[src/rtl/axi4_wr_grant_mux.sv]
// AXI4 write-path mux: grant-locked AW, W steered in AW-acceptance order, B routed by ID prefix.
// Optional beat-count check enabled by defining AXI4_WR_MUX_BEAT_CHECK_EN.
module axi4_wr_grant_mux #(
   parameter  int NUM_MASTERS = 2,
   parameter  int ADDR_WIDTH  = 32,
   parameter  int DATA_WIDTH  = 32,
   parameter  int ID_WIDTH    = 4,
   parameter  int ORDER_DEPTH = 4,
   localparam int MIDX_W      = (NUM_MASTERS > 1) ? $clog2(NUM_MASTERS) : 1,
   localparam int SID_W       = ID_WIDTH + MIDX_W,
   localparam int STRB_W      = DATA_WIDTH / 8
) (
   input  logic                              aclk,
   input  logic                              areset,
   input  logic                              grant_valid,
   input  logic [MIDX_W-1:0]                 grant_master,
   input  logic [NUM_MASTERS-1:0]            m_awvalid,
   output logic [NUM_MASTERS-1:0]            m_awready,
   input  logic [ADDR_WIDTH*NUM_MASTERS-1:0] m_awaddr,
   input  logic [ID_WIDTH*NUM_MASTERS-1:0]   m_awid,
   input  logic [8*NUM_MASTERS-1:0]          m_awlen,
   input  logic [NUM_MASTERS-1:0]            m_wvalid,
   output logic [NUM_MASTERS-1:0]            m_wready,
   input  logic [DATA_WIDTH*NUM_MASTERS-1:0] m_wdata,
   input  logic [STRB_W*NUM_MASTERS-1:0]     m_wstrb,
   input  logic [NUM_MASTERS-1:0]            m_wlast,
   output logic [NUM_MASTERS-1:0]            m_bvalid,
   input  logic [NUM_MASTERS-1:0]            m_bready,
   output logic [ID_WIDTH*NUM_MASTERS-1:0]   m_bid,
   output logic [2*NUM_MASTERS-1:0]          m_bresp,
   output logic                              s_awvalid,
   input  logic                              s_awready,
   output logic [ADDR_WIDTH-1:0]             s_awaddr,
   output logic [SID_W-1:0]                  s_awid,
   output logic [7:0]                        s_awlen,
   output logic                              s_wvalid,
   input  logic                              s_wready,
   output logic [DATA_WIDTH-1:0]             s_wdata,
   output logic [STRB_W-1:0]                 s_wstrb,
   output logic                              s_wlast,
   input  logic                              s_bvalid,
   output logic                              s_bready,
   input  logic [SID_W-1:0]                  s_bid,
   input  logic [1:0]                        s_bresp,
   output logic                              wlast_err
);

   localparam int AW_PW = $clog2(ORDER_DEPTH);
   localparam logic [MIDX_W:0] NM = (MIDX_W+1)'(NUM_MASTERS);

   typedef enum logic {AW_IDLE, AW_HOLD} aw_state_t;

   logic [NUM_MASTERS-1:0][ADDR_WIDTH-1:0] awaddr_a;
   logic [NUM_MASTERS-1:0][ID_WIDTH-1:0]   awid_a;
   logic [NUM_MASTERS-1:0][7:0]            awlen_a;
   logic [NUM_MASTERS-1:0][DATA_WIDTH-1:0] wdata_a;
   logic [NUM_MASTERS-1:0][STRB_W-1:0]     wstrb_a;

   assign awaddr_a = m_awaddr;
   assign awid_a   = m_awid;
   assign awlen_a  = m_awlen;
   assign wdata_a  = m_wdata;
   assign wstrb_a  = m_wstrb;

   aw_state_t         aw_state, aw_state_nxt;
   logic [MIDX_W-1:0] aw_sel, aw_sel_nxt;
   logic              push, pop, fifo_full, fifo_empty, w_hs;
   logic [AW_PW:0]    wr_ptr, rd_ptr;
   logic [MIDX_W-1:0] ord_idx [ORDER_DEPTH];
   logic [MIDX_W-1:0] w_sel;
   logic [MIDX_W-1:0] b_idx;
   logic              b_ready_sel;

   // AW channel: a grant is taken only when there is room to remember its order
   always_ff @(posedge aclk or posedge areset) begin
      if (areset) begin
         aw_state <= AW_IDLE;
         aw_sel   <= '0;
      end else begin
         aw_state <= aw_state_nxt;
         aw_sel   <= aw_sel_nxt;
      end
   end

   always_comb begin
      aw_state_nxt = aw_state;
      aw_sel_nxt   = aw_sel;
      push         = 1'b0;
      case (aw_state)
         AW_IDLE: begin
            if (grant_valid && !fifo_full && ({1'b0, grant_master} < NM)) begin
               aw_state_nxt = AW_HOLD;
               aw_sel_nxt   = grant_master;
            end
         end
         AW_HOLD: begin
            if (s_awvalid && s_awready) begin
               push         = 1'b1;
               aw_state_nxt = AW_IDLE;
            end
         end
         default: aw_state_nxt = AW_IDLE;
      endcase
   end

   assign s_awvalid = (aw_state == AW_HOLD) && m_awvalid[aw_sel];
   assign s_awaddr  = awaddr_a[aw_sel];
   assign s_awid    = {aw_sel, awid_a[aw_sel]};
   assign s_awlen   = awlen_a[aw_sel];

   // Order FIFO of master indices; full is judged before this cycle's pop
   assign fifo_empty = (wr_ptr == rd_ptr);
   assign fifo_full  = (wr_ptr[AW_PW] != rd_ptr[AW_PW]) &&
                       (wr_ptr[AW_PW-1:0] == rd_ptr[AW_PW-1:0]);
   assign w_sel      = ord_idx[rd_ptr[AW_PW-1:0]];
   assign w_hs       = s_wvalid && s_wready;
   assign pop        = w_hs && s_wlast;

   always_ff @(posedge aclk or posedge areset) begin
      if (areset) begin
         wr_ptr <= '0;
         rd_ptr <= '0;
      end else begin
         if (push) wr_ptr <= wr_ptr + 1'b1;
         if (pop)  rd_ptr <= rd_ptr + 1'b1;
      end
   end

   always_ff @(posedge aclk) begin
      if (push) ord_idx[wr_ptr[AW_PW-1:0]] <= aw_sel;
   end

   assign s_wvalid = !fifo_empty && m_wvalid[w_sel];
   assign s_wdata  = wdata_a[w_sel];
   assign s_wstrb  = wstrb_a[w_sel];
   assign s_wlast  = m_wlast[w_sel];

   // B channel: master index rides in the top ID bits; unknown indices are sunk
   assign b_idx   = s_bid[SID_W-1 -: MIDX_W];
   assign m_bid   = {NUM_MASTERS{s_bid[ID_WIDTH-1:0]}};
   assign m_bresp = {NUM_MASTERS{s_bresp}};

   always_comb begin
      b_ready_sel = 1'b1;
      for (int i = 0; i < NUM_MASTERS; i++)
         if (b_idx == MIDX_W'(i)) b_ready_sel = m_bready[i];
   end
   assign s_bready = b_ready_sel;

   for (genvar i = 0; i < NUM_MASTERS; i++) begin : g_m
      assign m_awready[i] = (aw_state == AW_HOLD) && (aw_sel == MIDX_W'(i)) && s_awready;
      assign m_wready[i]  = !fifo_empty && (w_sel == MIDX_W'(i)) && s_wready;
      assign m_bvalid[i]  = s_bvalid && (b_idx == MIDX_W'(i));
   end

`ifdef AXI4_WR_MUX_BEAT_CHECK_EN
   logic [7:0] ord_len [ORDER_DEPTH];
   logic [7:0] beat_cnt;

   always_ff @(posedge aclk) begin
      if (push) ord_len[wr_ptr[AW_PW-1:0]] <= s_awlen;
   end

   // Flag a wlast that lands early or late; the burst itself is forwarded untouched
   always_ff @(posedge aclk or posedge areset) begin
      if (areset) begin
         beat_cnt  <= 8'd0;
         wlast_err <= 1'b0;
      end else begin
         wlast_err <= w_hs && (s_wlast != (beat_cnt == ord_len[rd_ptr[AW_PW-1:0]]));
         if (w_hs) beat_cnt <= s_wlast ? 8'd0 : beat_cnt + 8'd1;
      end
   end
`else
   assign wlast_err = 1'b0;
`endif

endmodule

[config.mk]
export PLATFORM = sky130hd
export DESIGN_NAME = axi4_wr_grant_mux
export DESIGN_NICKNAME = d
export VERILOG_FILES = /design/src/rtl/axi4_wr_grant_mux.sv
export SDC_FILE = /design/constraint.sdc
export NUM_CORES = 1
export LEC_CHECK = 0
export CAP_MARGIN = 25
export CORE_AREA = 8 8 105 107
export CTS_CLUSTER_SIZE = 20
export DETAILED_ROUTE_END_ITERATION = 7
export DIE_AREA = 0 0 113 115
export PLACE_DENSITY = 0.74
export SLEW_MARGIN = 20
export SYNTH_ARGS = -nofsm -noshare
export SYNTH_HDL_FRONTEND = slang
export SYNTH_SLANG_ARGS = --single-unit
[constraint.sdc]
create_clock -name aclk -period 2.25 [get_ports aclk]
set_clock_uncertainty 0.2 [all_clocks]
set_input_delay 0.3375 -clock aclk [delete_from_list [all_inputs] [get_ports aclk]]
set_output_delay 0.3375 -clock aclk [all_outputs]
set_load 0.02 [all_outputs]
==> results_dict.tcl <==
set metrics [dict create \
    setup_viol 38 \
    synth_edf_count 4 \
    final_common_cell "clkdlybuf4s50_1" \
    synthFlopType "dfrtp_1" \
    cp.required_ps 1710 \
    drcViolationCount 0 \
    grt_max_degree 42 \
    grt_pass1_vias 2664 \
    cts_tree "built" \
    wl_mm 9.75 \
    cts-root-buf "clkbuf_8" \
    avgRoutedWirePerCell_um 18.0 \
    die_x_um 113 \
    layout.cells.non_filler 541 \
    finalCritPeriodShare_pct 105 \
    ys_seq_elements 12 \
    hpwl_mm 8.54 \
    hold_viol 0 \
    drt_iter0_drc 33 \
    slowest_delay_ps 530 \
    syn_area_per_cell_um2 10.6 \
    r2r-start "rd_ptr[0]" \
    critPathLaunch "rd_ptr[0]" \
    clkTransAtPathRegs_ps 50 \
    area_growth_pct 145 \
    synth_warnings 0 \
    num_rows 36 \
    outcome "complete, but fails checks" \
    fin_nets 615 \
    layout_common_cells "clkdlybuf4s50_1 (178), mux2_2 (84), dlygate4sd2_1 (45)" \
    p_seq_share_pct 10.5 \
    worstSkewPairLatency_ps 240 \
    grt_overflow 0 \
    nFillCells 909 \
    cts.path.max_buffers 2 \
    postCtsSetupRepairBufs 0 \
    cap_violations 0 \
    synth_xor_area_share_pct 3.40 \
    cts_made_buffers 3 \
    cp_max_fo 41 \
    ys_seq_area_share_pct 17.7 \
    ys_types 30 \
    p_per_area_nw_per_um2 896 \
    critPathLaunchType "register" \
    hold_path_class "in2async" \
    numPlacedInstances 536 \
    synth.area.mux_share_pct 56.1 \
    violations "negative setup slack" \
    grt_pass1_wl_mm 14.2 \
    die_area_um2 13000 \
    pin_count 286 \
    cts.sinks 12 \
    path_buf_inv 2 \
    dr_total_vias 2306 \
    avgViaCountPerCell 4.26 \
    syn_inst 170 \
    yosys.area_share.adder_pct 3.47 \
    hold-worst-slack_ps 153 \
    irDropWorstVdd_mv 0.353 \
    grtUsageTotal_pct 13.7 \
    clockPowerShare_pct 5.0 \
    combPwrFrac_pct 84.5 \
    synth_compound_area_share_pct 1.46 \
    total_leakage_power_nw 1.90 \
    syn_area_um2 1810 \
    critPathTopFamily "multiplexers" \
    coreArea_um2 9460 \
    htreeDepth 1 \
    place.port_buffers 266 \
    synth_top_family_by_area "multiplexers" \
    switching_share_pct 45.0 \
    cp_cell_sequence "mux4_2, buf_12, mux2_2, buf_4" \
    yosys.area_share.simple_pct 7.83 \
    crit_type "reg2out" \
    p_switching_mw 1.78 \
    dpl_worst_slack_ps -287 \
    drive_above_1_share_pct 34.0 \
    gp_congestion 0.824 \
    n_antenna_cell 0 \
    synth_nets 357 \
    utilization_pct 46.8 \
    drt_pass1_iterations 2 \
    arrival_ps 1820 \
    slowest_stage "mux4_2" \
    initial_core_util_pct 19.1 \
    finalMaxSlewViolations 0 \
    min_period_ps 2360 \
    antenna_found_initial 0 \
    postRouteAntennaNets 0 \
    async_reset_ff_share_pct 66.7 \
    rsz0062_at_grt "true" \
    setup-tns-final_ps -3360 \
    die-height_um 115 \
    crit_path_end_kind "primary output" \
    p_int_mw 2.18 \
    max_freq_mhz 423 \
    worst_slack_ps -112 \
]
-- cell type report --
| class | count | area (µm²) | share of cell area (%) |
|---|---|---|---|
| clock buffers | 4 | 45.0 | 1.02 |
| inverters | 3 | 11.3 | 0.255 |
| flip-flops and latches | 12 | 322 | 7.27 |
| well taps | 114 | 143 | 3.22 |
| repair buffers | 278 | 2590 | 58.6 |
| multi-input cells | 130 | 1310 | 29.6 |
-- worst reg2reg max path, cell delays in order (launching register included) --
cell	delay (ps)
dfrtp_1	390
buf_4	160
xor2_1	150
buf_4	140
or3b_2	460
and3b_1	200
mux2_2	260
-- per-layer routing --
layer  share of wire, %  GRT usage (%)  routed length, µm  up-vias
li1                   -              -                  -     1107
met1                 34           12.9               3310     1013
met2                 52           25.7               5030      179
met3                 14           7.25               1340        7
met4               0.74           2.84                 72        0
met5                  0              0                  0        -
-- registers in the layout, summed over array words and instances, names as in the netlist --
name      count
rd_ptr        3
wr_ptr        3
aw_state      1
aw_sel        1
ord_idx       4
-- synth_stat cells, drive strengths merged (2+ instances only) --
master,n,area [µm²]
and3b,2,17.5
nand2,4,15.0
ha,5,62.6
nor2,5,18.8
clkbuf,4,15.0
dfrtp,8,200
xor2,6,52.6
edfxtp,4,120
inv,3,11.3
buf,21,150
mux2,85,961
and2,5,31.3
mux2i,3,30.0
nor2b,3,18.8
-- timing repair --
item / CTS / global route
hold buffers: 0 / 0
pin swaps: 0 / 0
resized for setup: 215 / 12
endpoints found under the setup margin: 82 / 40
cloned: 1 / 0
-- path summary, 6_finish.rpt --
path                                to  slack (ps)  cells past startpoint
min in group aclk            wr_ptr[2]         290                      1
min reg2reg                  wr_ptr[2]         290                      1
max                        s_wdata[23]        -110                      4
max reg2reg                     aw_sel         160                      6
max in group asynchronous       aw_sel        1430                      2
min                          wr_ptr[1]         150                      2
-- power groups by stage --
stage	combinational (mW)	clock, mW	sequential (mW)
2_1_floorplan	2.08	0	0.390
3_3_place_gp	3.68	0	0.399
3_5_place_dp	3.71	0	0.406
4_1_cts	3.39	0.207	0.422
5_1_grt	3.58	0.221	0.430
6_report	3.35	0.199	0.416
-- cell families (layout without fill, tap and decap cells) --
| family | after synthesis | count (layout) |
|---|---|---|
| AND/OR/NAND/NOR | 24 | 24 |
| flip-flops | 12 | 12 |
| buffers and inverters | 28 | 285 |
| other | 1 | 1 |
| AO/OA/AOI/OAI | 4 | 4 |
| adder cells (fa/ha/maj) | 5 | 5 |
| multiplexers | 89 | 89 |
| XOR/XNOR | 7 | 7 |
-- metrics by stage --
step,power (mW),instance area (µm²)
6_report,3.97,4420
3_5_place_dp,4.11,4560
5_1_grt,4.23,4420
3_3_place_gp,4.08,4560
2_1_floorplan,2.47,1810
4_1_cts,4.02,4400
Power figures use the tool's default switching activity.
